`config.mk`:
```
export PLATFORM = sky130hd
export DESIGN_NAME = ysyx_23060240_mem_arbiter
export DESIGN_NICKNAME = d
export VERILOG_FILES = /design/src/rtl/ysyx_23060240_bus_pkg.sv /design/src/rtl/ysyx_23060240_rr_arb2.sv /design/src/rtl/ysyx_23060240_mem_arbiter.sv
export SDC_FILE = /design/constraint.sdc
export NUM_CORES = 1
export LEC_CHECK = 0
export CORE_ASPECT_RATIO = 0.5
export CORE_MARGIN = 2
export CORE_UTILIZATION = 30
export DETAILED_ROUTE_END_ITERATION = 8
export PLACE_DENSITY = 0.63
export REMOVE_ABC_BUFFERS = 1
export SYNTH_ARGS = -nofsm -noshare
export SYNTH_HDL_FRONTEND = slang
export SYNTH_SLANG_ARGS = --single-unit
```
`constraint.sdc`:
```
create_clock -name clk -period 2.6 [get_ports clk]
set_clock_uncertainty 0.05 [all_clocks]
set_input_delay 0.52 -clock clk [delete_from_list [all_inputs] [get_ports clk]]
set_output_delay 0.52 -clock clk [all_outputs]
set_load 0.02 [all_outputs]
```
`src/rtl/ysyx_23060240_bus_pkg.sv`:
```
// Shared bus-arbitration types: FSM states, master ownership encoding and
// timer sizing for the IFU/LSU memory arbiter.
package ysyx_23060240_bus_pkg;

  typedef enum logic [1:0] {
    ST_IDLE = 2'd0,
    ST_REQ  = 2'd1,
    ST_WAIT = 2'd2,
    ST_RSP  = 2'd3
  } state_e;

  // Encoding doubles as the bit index into the arbiter's request/grant vectors.
  typedef enum logic {
    OWN_IFU = 1'b0,
    OWN_LSU = 1'b1
  } owner_e;

  localparam int DEF_TIMEOUT = 1024;

  function automatic int timer_w(input int timeout);
    return (timeout < 1) ? 1 : $clog2(timeout + 1);
  endfunction

endpackage

```
`src/rtl/ysyx_23060240_rr_arb2.sv`:
```
// Two-input round-robin picker: a lone requester wins outright, a tie goes to
// whichever master was not granted last.
module ysyx_23060240_rr_arb2
  import ysyx_23060240_bus_pkg::*;
(
  input  logic [1:0] req,
  input  owner_e     last_grant,
  output logic [1:0] grant
);

  always_comb begin
    grant = req;
    if (req == 2'b11)
      grant = (last_grant == OWN_IFU) ? 2'b10 : 2'b01;
  end

endmodule

```
`src/rtl/ysyx_23060240_mem_arbiter.sv`:
```
// Shares the single data-memory port between IFU and LSU: one outstanding
// transaction, round-robin on ties, synthesised error response on timeout.
module ysyx_23060240_mem_arbiter
  import ysyx_23060240_bus_pkg::*;
#(
  parameter int ADDR_W  = 32,
  parameter int DATA_W  = 32,
  parameter int TIMEOUT = DEF_TIMEOUT
) (
  input  logic                clk,
  input  logic                rst,

  input  logic                ifu_req_valid,
  output logic                ifu_req_ready,
  input  logic [ADDR_W-1:0]   ifu_req_addr,
  output logic                ifu_rsp_valid,
  input  logic                ifu_rsp_ready,
  output logic [DATA_W-1:0]   ifu_rsp_data,
  output logic                ifu_rsp_err,

  input  logic                lsu_req_valid,
  output logic                lsu_req_ready,
  input  logic [ADDR_W-1:0]   lsu_req_addr,
  input  logic                lsu_req_wen,
  input  logic [DATA_W-1:0]   lsu_req_wdata,
  input  logic [DATA_W/8-1:0] lsu_req_wmask,
  output logic                lsu_rsp_valid,
  input  logic                lsu_rsp_ready,
  output logic [DATA_W-1:0]   lsu_rsp_data,
  output logic                lsu_rsp_err,

  output logic                mem_req_valid,
  input  logic                mem_req_ready,
  output logic [ADDR_W-1:0]   mem_req_addr,
  output logic                mem_req_wen,
  output logic [DATA_W-1:0]   mem_req_wdata,
  output logic [DATA_W/8-1:0] mem_req_wmask,
  input  logic                mem_rsp_valid,
  output logic                mem_rsp_ready,
  input  logic [DATA_W-1:0]   mem_rsp_data,
  input  logic                mem_rsp_err,

  output logic                busy
);

  localparam int MASK_W = DATA_W / 8;
  localparam int TMR_W  = timer_w(TIMEOUT);
  localparam logic [TMR_W-1:0] TMR_LAST = (TIMEOUT > 0) ? TMR_W'(TIMEOUT - 1) : '0;

  state_e              state;
  owner_e              owner, last_grant;
  logic [ADDR_W-1:0]   addr_q;
  logic                wen_q;
  logic [DATA_W-1:0]   wdata_q, rdata_q;
  logic [MASK_W-1:0]   wmask_q;
  logic                err_q;
  logic [TMR_W-1:0]    timer, timer_inc;
  logic [1:0]          grant;
  logic                idle, accept, tmo, owner_rsp_ready;

  ysyx_23060240_rr_arb2 u_arb (
    .req        ({lsu_req_valid, ifu_req_valid}),
    .last_grant (last_grant),
    .grant      (grant)
  );

  assign idle            = (state == ST_IDLE);
  assign accept          = idle && (ifu_req_valid || lsu_req_valid);
  assign timer_inc       = (timer == '1) ? timer : timer + TMR_W'(1);
  // >= rather than == so a timer that saturates past the limit still expires.
  assign tmo             = (TIMEOUT != 0) && (timer >= TMR_LAST);
  assign owner_rsp_ready = (owner == OWN_LSU) ? lsu_rsp_ready : ifu_rsp_ready;

  assign ifu_req_ready = idle && grant[0];
  assign lsu_req_ready = idle && grant[1];
  assign mem_req_valid = (state == ST_REQ);
  assign mem_rsp_ready = idle || (state == ST_WAIT);
  assign busy          = !idle;

  assign mem_req_addr  = addr_q;
  assign mem_req_wen   = wen_q;
  assign mem_req_wdata = wdata_q;
  assign mem_req_wmask = wmask_q;

  assign ifu_rsp_valid = (state == ST_RSP) && (owner == OWN_IFU);
  assign lsu_rsp_valid = (state == ST_RSP) && (owner == OWN_LSU);
  assign ifu_rsp_data  = rdata_q;
  assign lsu_rsp_data  = rdata_q;
  assign ifu_rsp_err   = err_q;
  assign lsu_rsp_err   = err_q;

  always_ff @(posedge clk or negedge rst) begin
    if (!rst) begin
      state      <= ST_IDLE;
      owner      <= OWN_IFU;
      last_grant <= OWN_IFU;
      addr_q     <= '0;
      wen_q      <= 1'b0;
      wdata_q    <= '0;
      wmask_q    <= '0;
      rdata_q    <= '0;
      err_q      <= 1'b0;
      timer      <= '0;
    end else begin
      case (state)
        ST_IDLE: if (accept) begin
          timer <= '0;
          state <= ST_REQ;
          if (grant[1]) begin
            owner   <= OWN_LSU;
            addr_q  <= lsu_req_addr;
            wen_q   <= lsu_req_wen;
            wdata_q <= lsu_req_wdata;
            wmask_q <= lsu_req_wmask;
          end else begin
            owner   <= OWN_IFU;
            addr_q  <= ifu_req_addr;
            wen_q   <= 1'b0;
            wdata_q <= '0;
            wmask_q <= '1;
          end
        end
        ST_REQ: begin
          timer <= timer_inc;
          if (mem_req_ready) begin
            state <= ST_WAIT;
          end else if (tmo) begin
            rdata_q <= '0;
            err_q   <= 1'b1;
            state   <= ST_RSP;
          end
        end
        ST_WAIT: begin
          timer <= timer_inc;
          // A real response in the expiry cycle takes priority over the timeout.
          if (mem_rsp_valid) begin
            rdata_q <= wen_q ? '0 : mem_rsp_data;
            err_q   <= mem_rsp_err;
            state   <= ST_RSP;
          end else if (tmo) begin
            rdata_q <= '0;
            err_q   <= 1'b1;
            state   <= ST_RSP;
          end
        end
        ST_RSP: if (owner_rsp_ready) begin
          last_grant <= owner;
          state      <= ST_IDLE;
        end
        default: state <= ST_IDLE;
      endcase
    end
  end

endmodule

```
==> out/qor.yml, run 1 <==
cp_common_cell: "inv_1"
grt_use_total: 0.1780
ff2ff_setup_slack_ns: 0.52
relSlewSlack: 0.5787
busiest_layer: "met2"
grt_pass1_wl_um: 25320
area_growth_pct: 67.20
yosys.cell_count.top_type: "dfrtp_1"
hold_path_class: "input port to asynchronous set/reset pin"
maxCapViolCount: 0
h-tree-depth: 4
routedWlPerCell_um: 17.07
end_kind: "primary output"
powerDensity_nw_per_um2: 1240
drive_gt1_frac: 0.07983
nFillCells: 1471
dpl.hpwl_um: 11990
core_area_sq_um: 16640
finalSetupViolations: 0
clk_latency_ns: 0.40
rsz0062_at_grt: "false"
crit_fanout: 6
finalWirelength_um: 16060
ys_top_cells_by_count: "117 x dfrtp_1, 66 x a22o_1, 47 x nand2_1"
slew_violations: 0
die_width_um: 189.8
clock_sink_count: 117
yosys.area.top_type: "dfrtp_1"
clockBufferDepth: 2
critPathBufInv: 4
status: "finished, final reports clean"
via_per_inst: 4.668
portBuffers: 283
postCtsSetupRepairBufs: 0
yosys_warnings: 0
met3_usage: 0.04100
arrival_ns: 1.92
ant_nets: 0
start_util: 0.3113
grt_start_max_net_pins: 53
grt_pass1_vias: 4550
ctsHoldBuffers: 0
hold_viol: 0
slowest_stage: "clkdlybuf4s50_1"
insertedDiodeCount: 0
stdcell_area_sq_um: 8661
grt_overflow: 0
numCtsBuffers: 17
setup_tns_ns: 0
via_count: 4393
met2_usage: 0.3198
synth_edf_count: 0
drtPass1Iterations: 6
yosysTopAreaCellShare: 0.5652
synth_area_sq_um: 5180
worstPathCellList: "inv_1, ha_2, buf_4, inv_1, clkdlybuf4s50_1"
dieArea_sq_um: 18400
crit_type: "flip-flop to primary output"
reg2regPathDepth: 7
path_delay_family: "buffers and inverters"
gp_congestion: 0.7564
cp-start-kind: "flip-flop"
yosysSeqAreaShare: 0.5652
ys_ff_latch: 117
cts_resized: 3
clkTransAtPathRegs_ns: 0.06
critPathRequiredTime_ns: 2.03
rows: 33
drc: 0
synth_cell_types: 42
drt_iter0_drc: 148
power_leakage_uw: 0.003757
cts-root-buf: "clkbuf_16"
ir_drop_uv: 538.5
nets: 848
hold_ws_ns: 0.07701
synth_area_leaders: "dfrtp_1 57%, a22o_1 11%, mux2i_1 6.4%"
syn_inst: 445
die_h_um: 96.92
async_flop_share: 1.000
fin_crit_ns: 2.487
tightest_slew_ns: 0.6319
io_pins: 284
finalCritPeriodShare: 0.9566
antenna_found_initial: 0
reg2reg_from: "state[1]"
cp_slowest_stage_delay_ns: 0.59
synth_top_flop_cell: "dfrtp_1"
met1_usage: 0.2071
max_freq_mhz: 402.1
tritoncts: "done"
reg2reg_to: "timer[8]"
place_area_sq_um: 8075
postSynthAreaPerCell_sq_um: 11.64
-- state kept, by name, indices dropped and copies added (netlist names) --
| signal | flops |
|---|---|
| ifu_rsp_data | 32 |
| mem_req_addr | 32 |
| mem_req_wdata | 32 |
| timer | 11 |
| mem_req_wmask | 4 |
| state | 2 |
| ifu_rsp_err | 1 |
| last_grant | 1 |
| mem_req_wen | 1 |
| owner | 1 |
-- area by class of cell --
type                            count  area, sq um  share of cell area
Inverter                            8        30.03            0.003467
Sequential cell                   117         2928              0.3381
Multi-Input combinational cell    259         1843              0.2128
Clock inverter                     12        130.1             0.01502
Clock buffer                       20        456.7             0.05273
Timing Repair Buffer              298         2989              0.3451
Tap cell                          227        284.0             0.03279
-- routing by layer --
layer | share of wire | vias to the layer above
met1 | 0.41 | 2149
li1 | - | 2111
met2 | 0.53 | 106
met3 | 0.033 | 27
met4 | 0.024 | 0
met5 | 0 | -
-- power breakdown --
group	total, uW	internal (uW)	switching (uW)	leakage (uW)
Sequential	3140	2600	545	0.00147
Combinational	5290	2600	2690	0.00202
Clock	2310	1460	849	0.000274
-- worst register-to-register path, stage by stage, from the launching register on --
cell     delay, ns
dfrtp_1       0.39
inv_1         0.10
ha_2          0.22
buf_4         0.17
or3b_1        0.31
nand3_1       0.19
or4_1         0.43
a21oi_1       0.15
-- cells by family after synthesis --
group / after synthesis / synth area share
compound gates: 137 / 0.1949
flops: 117 / 0.5652
simple gates: 84 / 0.08043
buf+inv: 69 / 0.08357
mux: 33 / 0.06377
fa+ha+maj: 5 / 0.01208
-- placed cells by master (no fill, tap or decap), drive strengths merged, types with 2 or more instances in the layout --
cell type,synthesis,layout
clkdlybuf4s50,0,279
dfrtp,117,117
a22o,66,66
nand2,47,47
o21ai,39,39
mux2i,33,33
clkbuf,11,20
buf,50,16
a21oi,14,14
nand3,9,9
inv,8,8
o31ai,5,5
clkinvlp,0,5
ha,5,5
clkinv,0,5
o22a,4,4
or4,4,4
or3,4,4
nor2,4,4
nand4,3,3
dlygate4sd2,0,3
nor4,3,3
or2,2,2
and3,2,2
bufinv,0,2
o221ai,2,2
-- through the flow --
step	worst slack, ns	util	std cells	total power [uW]
floorplan	-1.761	-	384	5628
global placement	-0.01610	0.4853	909	8447
detailed placement	-0.02271	0.4853	909	8505
CTS	0.02477	0.5203	941	10860
global route	0.02423	0.5205	941	11330
finish	0.1128	0.5205	941	10740
-- worst max-delay path by stage --
stage,depth (start not counted),from,to,slack [ns]
final,5,state[1],busy,0.11
after global routing,3,state[1],ifu_rsp_valid,0.02
after global placement,5,lsu_req_valid,lsu_req_ready,-0.02
after CTS,5,state[1],busy,0.02
after detailed placement,5,lsu_req_valid,lsu_req_ready,-0.02
after floorplan,3,lsu_req_valid,lsu_req_ready,-1.76
Note: power is estimated with default switching activity, not from simulation.
==> inputs of run 2 (changes only) <==
CORE_MARGIN = 8   (was 2)
==> run 2 against run 1 <==
- sequential share of layout area about the same
- power is 1.2% higher
- setup slack better by 0.038 ns
- cell area down 0.10%
- sequential power barely moved
- fmax grew 1.5%
- via count fell by 0.73%
- count of clock-buffer cells in the layout is 3 higher
- utilization is 1.6 points lower
==> out/qor.yml, run 2 (synthesis results as in run 1) <==
io_pins: 284  # unchanged
fin_crit_ns: 2.449  # -0.03787 ns
setup_tns_ns: 0  # unchanged
maxCapViolCount: 0  # unchanged
die_h_um: 108.9  # +12%
place_ws_ns: -0.02772  # -0.005015 ns
cts-root-buf: "clkbuf_16"
via_count: 4361  # -0.73%
grt_pass1_vias: 4692  # +3.1%
die_width_um: 201.8  # +6.3%
core_area_sq_um: 17140  # +3.0%
status: "finished, final reports clean"
powerDensity_nw_per_um2: 1256  # +1.3%
fin_ws_ns: 0.1507  # +0.03787 ns
crit_fanout: 5  # -1
portBuffers: 283  # unchanged
via_per_inst: 4.610  # -1.3%
start_util: 0.3021  # -0.009156
clock_sink_count: 117  # unchanged
max_freq_mhz: 408.3  # +1.5%
tritoncts: "done"
antenna_found_initial: 0  # unchanged
slew_violations: 0  # unchanged
routedWlPerCell_um: 18.83  # +10%
drtPass1Iterations: 4  # -2
critPathRequiredTime_ns: 2.03  # about the same
crit_type: "flip-flop to primary output"
numCtsBuffers: 17  # unchanged
finalWirelength_um: 17810  # +11%
end_kind: "primary output"
grt_start_max_net_pins: 99  # +87%
grt_use_total: 0.1569  # -0.02114
clkTransAtPathRegs_ns: 0.05  # about the same
clockBufferDepth: 2  # unchanged
tightest_slew_ns: 0.5383  # -0.09356 ns
h-tree-depth: 4  # unchanged
rows: 34  # +3.0%
drc: 0  # unchanged
ant_nets: 0  # unchanged
dpl.hpwl_um: 13680  # +14%
power_leakage_uw: 0.003770  # +0.34%
finalSetupViolations: 0  # unchanged
hold_path_class: "input port to asynchronous set/reset pin"
ir_drop_uv: 485.6  # -9.8%
final_cell_mix: "278 x clkdlybuf4s50_1, 117 x dfrtp_1, 66 x a22o_1, 47 x nand2_1, 38 x o21ai_1"
insertedDiodeCount: 0  # unchanged
dieArea_sq_um: 21980  # +19%
grt_overflow: 0  # unchanged
arrival_ns: 1.88  # -0.04 ns
rsz0062_at_grt: "false"
grt_pass1_wl_um: 26940  # +6.4%
nets: 847  # -0.12%
area_growth_pct: 67.03
drt_iter0_drc: 244  # +65%
gp_congestion: 0.7582  # +0.24%
finalCritPeriodShare: 0.9420  # -0.01457
hold_viol: 0  # unchanged
layout_commonest_cell: "clkdlybuf4s50_1"
cp-start-kind: "flip-flop"
ctsHoldBuffers: 0  # unchanged
relSlewSlack: 0.6411  # +0.06237
clk_latency_ns: 0.40  # about the same
drive_gt1_frac: 0.07303  # -0.006798
==> run 2: cell type report <==
type / count / area, sq um
inverter: 8 / 30.03
tap: 234 / 292.8
fill: 1535 / 8492
clock buffer: 23 / 478.0
sequential: 117 / 2928
clock inverter: 8 / 123.9
timing repair buffer: 297 / 2959
multi-input combinational: 259 / 1841
==> run 2: worst max-delay path: stages (launching register included) <==
cell and delay, ns:
dfrtp_1 0.41, inv_1 0.12, ha_1 0.27, clkdlybuf4s50_1 0.68
==> run 2: routing by layer <==
layer | up-vias | wire, um | track usage
li1 | 2104 | - | -
met2 | 78 | 10090 | 0.2914
met4 | 0 | 128 | 0.04614
met5 | - | 0 | 0
met1 | 2170 | 7101 | 0.1820
met3 | 9 | 497 | 0.03440
==> run 2: power breakdown <==
group          internal (uW)  switching [uW]  leakage [uW]
Clock                   1580             818      0.000289
Sequential              2600             568       0.00147
Combinational           2570            2730       0.00202
Total                   6750            4120       0.00377
==> run 2: timing repair <==
action | in CTS | in global routing
setup buffers | 0 | 0
resized for setup | 3 | 1
setup endpoints to repair | 3 | 1
cloned | 0 | 0
pin swaps | 0 | 0
==> run 2: per-stage QoR <==
step,utilization,power (uW),cells,hold slack [ns],cell area [sq um]
2_1_floorplan,-,5628,384,0.1744,4777
3_3_place_gp,0.4696,8519,915,0.4156,8051
3_5_place_dp,0.4696,8585,915,0.4245,8051
4_1_cts,0.5045,11040,946,0.03187,8650
5_1_grt,0.5047,11460,946,0.04119,8652
6_report,0.5047,10870,946,0.02723,8652
==> run 2: worst paths after layout <==
kind,start,end,slack (ns),cells after the start
max,state[1],mem_req_valid,0.15,3
min,rst,mem_req_wdata[4],0.03,1
max reg2reg,state[1],timer[9],0.44,7
min reg2reg,mem_req_addr[7],mem_req_addr[7],0.43,2
max in group asynchronous,rst,timer[1],1.82,2
min in group clk,mem_req_addr[7],mem_req_addr[7],0.43,2
==> inputs of run 3 (changes only) <==
CORE_UTILIZATION = 39   (was 30)
CTS_CLUSTER_SIZE = 20   (was default)
PLACE_DENSITY = 0.79   (was 0.63)
==> run 3 against run 2 <==
- sequential share of layout area grew 0.39 points
- count of clock-buffer cells in the layout shrank 4
- hold slack gained 0.063 ns
- combinational power grew 0.8%
- register-to-register slack gained 0.02 ns
- utilization grew 16 points
- cell area shrank 1.1%
- global-route usage grew 4.4 points
- sequential cell count is the same
- wire length shrank 1.2%
- via count grew 1.2%
- critical path type unchanged
- highest routed layer unchanged
==> out/qor.yml, run 3 (synthesis results as in run 1) <==
start_util: 0.4044  # +0.1023
clockBufferDepth: 2  # unchanged
max_freq_mhz: 408.0  # about the same
clock_sink_count: 117  # unchanged
via_count: 4414  # +1.2%
antenna_found_initial: 0  # unchanged
drtPass1Iterations: 4  # unchanged
grt_pass1_vias: 4730  # +0.81%
dieArea_sq_um: 17450  # -21%
crit_fanout: 6  # +1
dpl.hpwl_um: 13330  # -2.6%
via_per_inst: 4.999  # +8.4%
core_area_sq_um: 12810  # -25%
io_pins: 284  # unchanged
ir_drop_uv: 753.2  # +55%
cp-start-kind: "flip-flop"
placedCellCount: 851  # -7.0%
finalCritPeriodShare: 0.9426  # about the same
drive_gt1_frac: 0.07994  # +0.006910
tightest_slew_ns: 0.6210  # +0.08269 ns
finalWirelength_um: 17610  # -1.2%
drt_iter0_drc: 203  # -17%
critPathRequiredTime_ns: 2.03  # about the same
final_core_util: 0.6679  # +0.1632
grt_pass1_wl_um: 27600  # +2.4%
clkTransAtPathRegs_ns: 0.06  # about the same
gp_congestion: 0.8444  # +11%
drc: 0  # unchanged
h-tree-depth: 4  # unchanged
nets: 847  # unchanged
layout_commonest_cell: "clkdlybuf4s50_1"
status: "finished, final reports clean"
hold_viol: 0  # unchanged
grt_use_total: 0.2009  # +0.04405
grt_start_max_net_pins: 99  # unchanged
routedWlPerCell_um: 19.94  # +5.9%
postCtsSetupRepairBufs: 0  # unchanged
end_kind: "primary output"
fin_crit_ns: 2.451  # +0.001460 ns
slew_violations: 0  # unchanged
clk_latency_ns: 0.40  # about the same
numCtsBuffers: 17  # unchanged
power_leakage_uw: 0.003756  # -0.37%
grt_overflow: 0  # unchanged
tritoncts: "done"
portBuffers: 283  # unchanged
relSlewSlack: 0.5860  # -0.05512
maxCapViolCount: 0  # unchanged
cts-root-buf: "clkbuf_16"
rows: 29  # -15%
insertedDiodeCount: 0  # unchanged
hold_path_class: "input port to asynchronous set/reset pin"
rsz0062_at_grt: "false"
powerDensity_nw_per_um2: 1257  # +0.13%
final_cell_mix: "279 x clkdlybuf4s50_1, 117 x dfrtp_1, 66 x a22o_1, 47 x nand2_1, 38 x o21ai_1"
arrival_ns: 1.88  # about the same
crit_type: "flip-flop to primary output"
setup_tns_ns: 0  # unchanged
die_width_um: 179.0  # -11%
finalSetupViolations: 0  # unchanged
final_cells: 883  # -6.7%
ctsHoldBuffers: 0  # unchanged
area_growth_pct: 65.14
ant_nets: 0  # unchanged
die_h_um: 97.49  # -10%
run 3: cell types whose count changed in the layout (fill, tap and decap cells not counted), moves of 2 or more:
cell,previous run,this run
clkbuf_1,3,0
bufinv_16,3,1
inv_6,0,3
clkinvlp_4,2,6
dlygate4sd2_1,3,1
run 3: worst paths after layout:
path	from	end	slack (ns)	depth (start not counted)
worst min-delay path	rst	timer[10]	0.09	1
max in group asynchronous	rst	ifu_rsp_data[26]	1.73	2
worst max-delay path	state[1]	ifu_rsp_valid	0.15	3
worst min register to register	mem_req_addr[13]	mem_req_addr[13]	0.43	2
min in group clk	mem_req_addr[13]	mem_req_addr[13]	0.43	2
worst max register to register	state[1]	timer[3]	0.46	7
run 3: what timing repair did:
item / CTS / global route
gates resized for setup: 2 / 2
endpoints found under the hold margin: 0 / 0
endpoints found under the setup margin: 2 / 2
run 3: power breakdown:
group	internal, uW	switching (uW)	total [uW]
logic	2590	2750	5340
registers	2600	560	3160
clock network	1370	887	2260
run 3: final cells by class:
cell class / count / area [sq um]
Tap cell: 170 / 212.7
Clock inverter: 13 / 123.9
Inverter: 8 / 30.03
Multi-Input combinational cell: 259 / 1843
Fill cell: 972 / 4254
Clock buffer: 19 / 452.9
Sequential cell: 117 / 2928
Timing Repair Buffer: 297 / 2964
run 3: critical path, cell delays in order (launching register included):
cell and delay [ns]:
dfrtp_1 0.40, ha_1 0.30, nor2b_1 0.16, clkdlybuf4s50_1 0.62
run 3: per-stage QoR:
step | area (sq um) | power, uW | hold WS, ns | setup slack, ns
2_1_floorplan | 4777 | 5628 | 0.1744 | -1.761
3_3_place_gp | 7971 | 8464 | 0.4165 | -0.02453
3_5_place_dp | 7971 | 8553 | 0.4244 | -0.02456
4_1_cts | 8549 | 10880 | 0.1104 | 0.01341
5_1_grt | 8554 | 11320 | 0.1387 | 0.04817
6_report | 8554 | 10760 | 0.09050 | 0.1492
run 3: routing by layer:
metal | up-vias | part of all wire | track usage
met2 | 119 | 0.56 | 0.3715
met1 | 2166 | 0.37 | 0.2207
met3 | 26 | 0.042 | 0.03840
met5 | - | 0 | 0
met4 | 0 | 0.025 | 0.08212
li1 | 2103 | - | -
==> patch (config.mk and constraints of run 1) <==
Put one more register stage on the output `lsu_rsp_err`, cleared by the reset. The value now appears one clock later. The other outputs are not delayed to match.
--- a/src/rtl/ysyx_23060240_mem_arbiter.sv
+++ b/src/rtl/ysyx_23060240_mem_arbiter.sv
@@ -87,7 +87,13 @@
   assign ifu_rsp_data  = rdata_q;
   assign lsu_rsp_data  = rdata_q;
   assign ifu_rsp_err   = err_q;
-  assign lsu_rsp_err   = err_q;
+  always_ff @(posedge clk or negedge rst) begin
+    if (!rst) begin
+      lsu_rsp_err <= '0;
+    end else begin
+      lsu_rsp_err <= err_q;
+    end
+  end
 
   always_ff @(posedge clk or negedge rst) begin
     if (!rst) begin
Check against the original RTL: not equivalent (Yosys sat finds a counterexample within 4 cycles, from zero or initial values and one cycle with rst low).
==> patch against run 1 <==
- first-iteration DRC count increased by 36%
- routed wire length increased by 0.90%
- die area increased by 0.33%
- synthesized area increased by 0.34%
- power increased by 0.41%
- design area increased by 0.27%
- sequential cell count increased by 1
- combinational power about the same
- worst setup slack got worse by 0.032 ns
- highest routed layer unchanged
==> patch: results <==
metrics = {
    "global_route": {
        "gr-usage-met2_pct": 31.2,
        "gr-usage-met1_pct": 21.8,
        "grt_pass1_wl_mm": 25.5,
        "grt_pass1_vias": 4456,
        "grt_max_degree": 99,
        "gr-usage-met3_pct": 3.72,
        "grt_usage_pct": 17.9,
    },
    "drt": {
        "wl_met3_microns": 609,
        "top_layer": "met4",
        "wl_met2_mm": 8.44,
        "met1_length_mm": 6.83,
        "drt-initial-drc-count": 201,
        "wl_per_cell_microns": 17.2,
        "via_count": 4420,
        "first_pass_iters": 6,
    },
    "sta": {
        "fin_crit_sh_pct": 96.9,
        "worst_pin_slew_ns": 0.616,
        "timing.hold.ws_ns": 0.0817,
    },
    "layout": {
        "layoutNonFillerInstCount": 942,
        "drive_above_1_share_pct": 7.69,
        "n_antenna_cell": 0,
        "fill_cells": 1518,
        "nets": 850,
    },
    "clocking": {
        "cts_inserted_buffers": 17,
        "clock_path_buffers": 2,
        "clock-root-buffer": "clkbuf_16",
        "clkLatencyLatePin_ns": 0.40,
        "cts_setup_buffers": 0,
    },
    "placement": {
        "dp.cells": 911,
        "gp_congestion": 0.775,
        "portBuffers": 283,
        "pre_cts_ws_ns": -0.0218,
        "dp_hpwl_mm": 11.9,
        "placedInstanceArea_sq_um": 8100,
    },
    "critical_path": {
        "endpoint_kind": "primary output",
        "timing.rr.end": "timer[9]$_DFFE_PN0P_",
        "path_max_fanout": 5,
        "crit_path_max_incr_delay_ns": 0.68,
        "worst_ep_arrival_time_ns": 1.95,
        "crit_end": "mem_req_valid",
        "ff2ff_path_depth": 7,
        "r2r_setup_slack_ns": 0.55,
        "worstReg2RegStart": "state[0]$_DFFE_PN0P_",
    },
    "synthesis": {
        "synth_edf_count": 0,
        "ys.flop_type": "dfrtp_1",
        "synth.distinct_cells": 42,
        "synthTopCellsByArea": "dfrtp_1 57%, a22o_1 11%, mux2i_1 6.4%, buf_4 4.9%, o21ai_1 3.7%",
        "ys_seq_area_share_pct": 56.8,
        "yosysWarnings": 0,
        "postSynthAreaPerCell_sq_um": 11.7,
        "synthTopCellsByCount": "118 x dfrtp_1, 66 x a22o_1, 47 x nand2_1",
    },
    "pwr": {
        "powerClk_uw": 2290,
        "p_leak_uw": 0.00379,
        "switching_power_uw": 4080,
        "powerComb_uw": 5310,
        "ir_drop_v": 0.000606,
    },
    "hold_path": {
        "hold_class": "in2async",
    },
    "status": {
        "outcome": "completed",
    },
}
==> patch: changes by cell type after synthesis, sizes merged <==
| cell | run 1 | this run |
|---|---|---|
| dfrtp | 117 | 118 |
| buf | 50 | 49 |
==> patch: worst max-delay path, delay by kind of cell, from the launching register on <==
kind	cells	cell delay [ns]
flip-flops	1	0.41
buffers and inverters	2	0.84
adder cells (fa/ha/maj)	1	0.30
==> patch: cell families after synthesis <==
family / count (synthesis) / share of synthesized area, %
AOI/OAI and AO/OA: 137 / 19.4
adders and majority gates: 5 / 1.20
buffers and inverters: 68 / 8.18
muxes: 33 / 6.36
DFF: 118 / 56.8
and+or+nand+nor: 84 / 8.02
==> patch: final cells by class <==
cell class                      count  area, sq um  area share [%]
Clock inverter                      8         98.8            1.14
Multi-Input combinational cell    259         1850            21.3
Sequential cell                   118         2950            34.0
Inverter                            8         30.0           0.346
Tap cell                          227          284            3.27
Timing Repair Buffer              299         2990            34.4
Clock buffer                       23          478            5.50
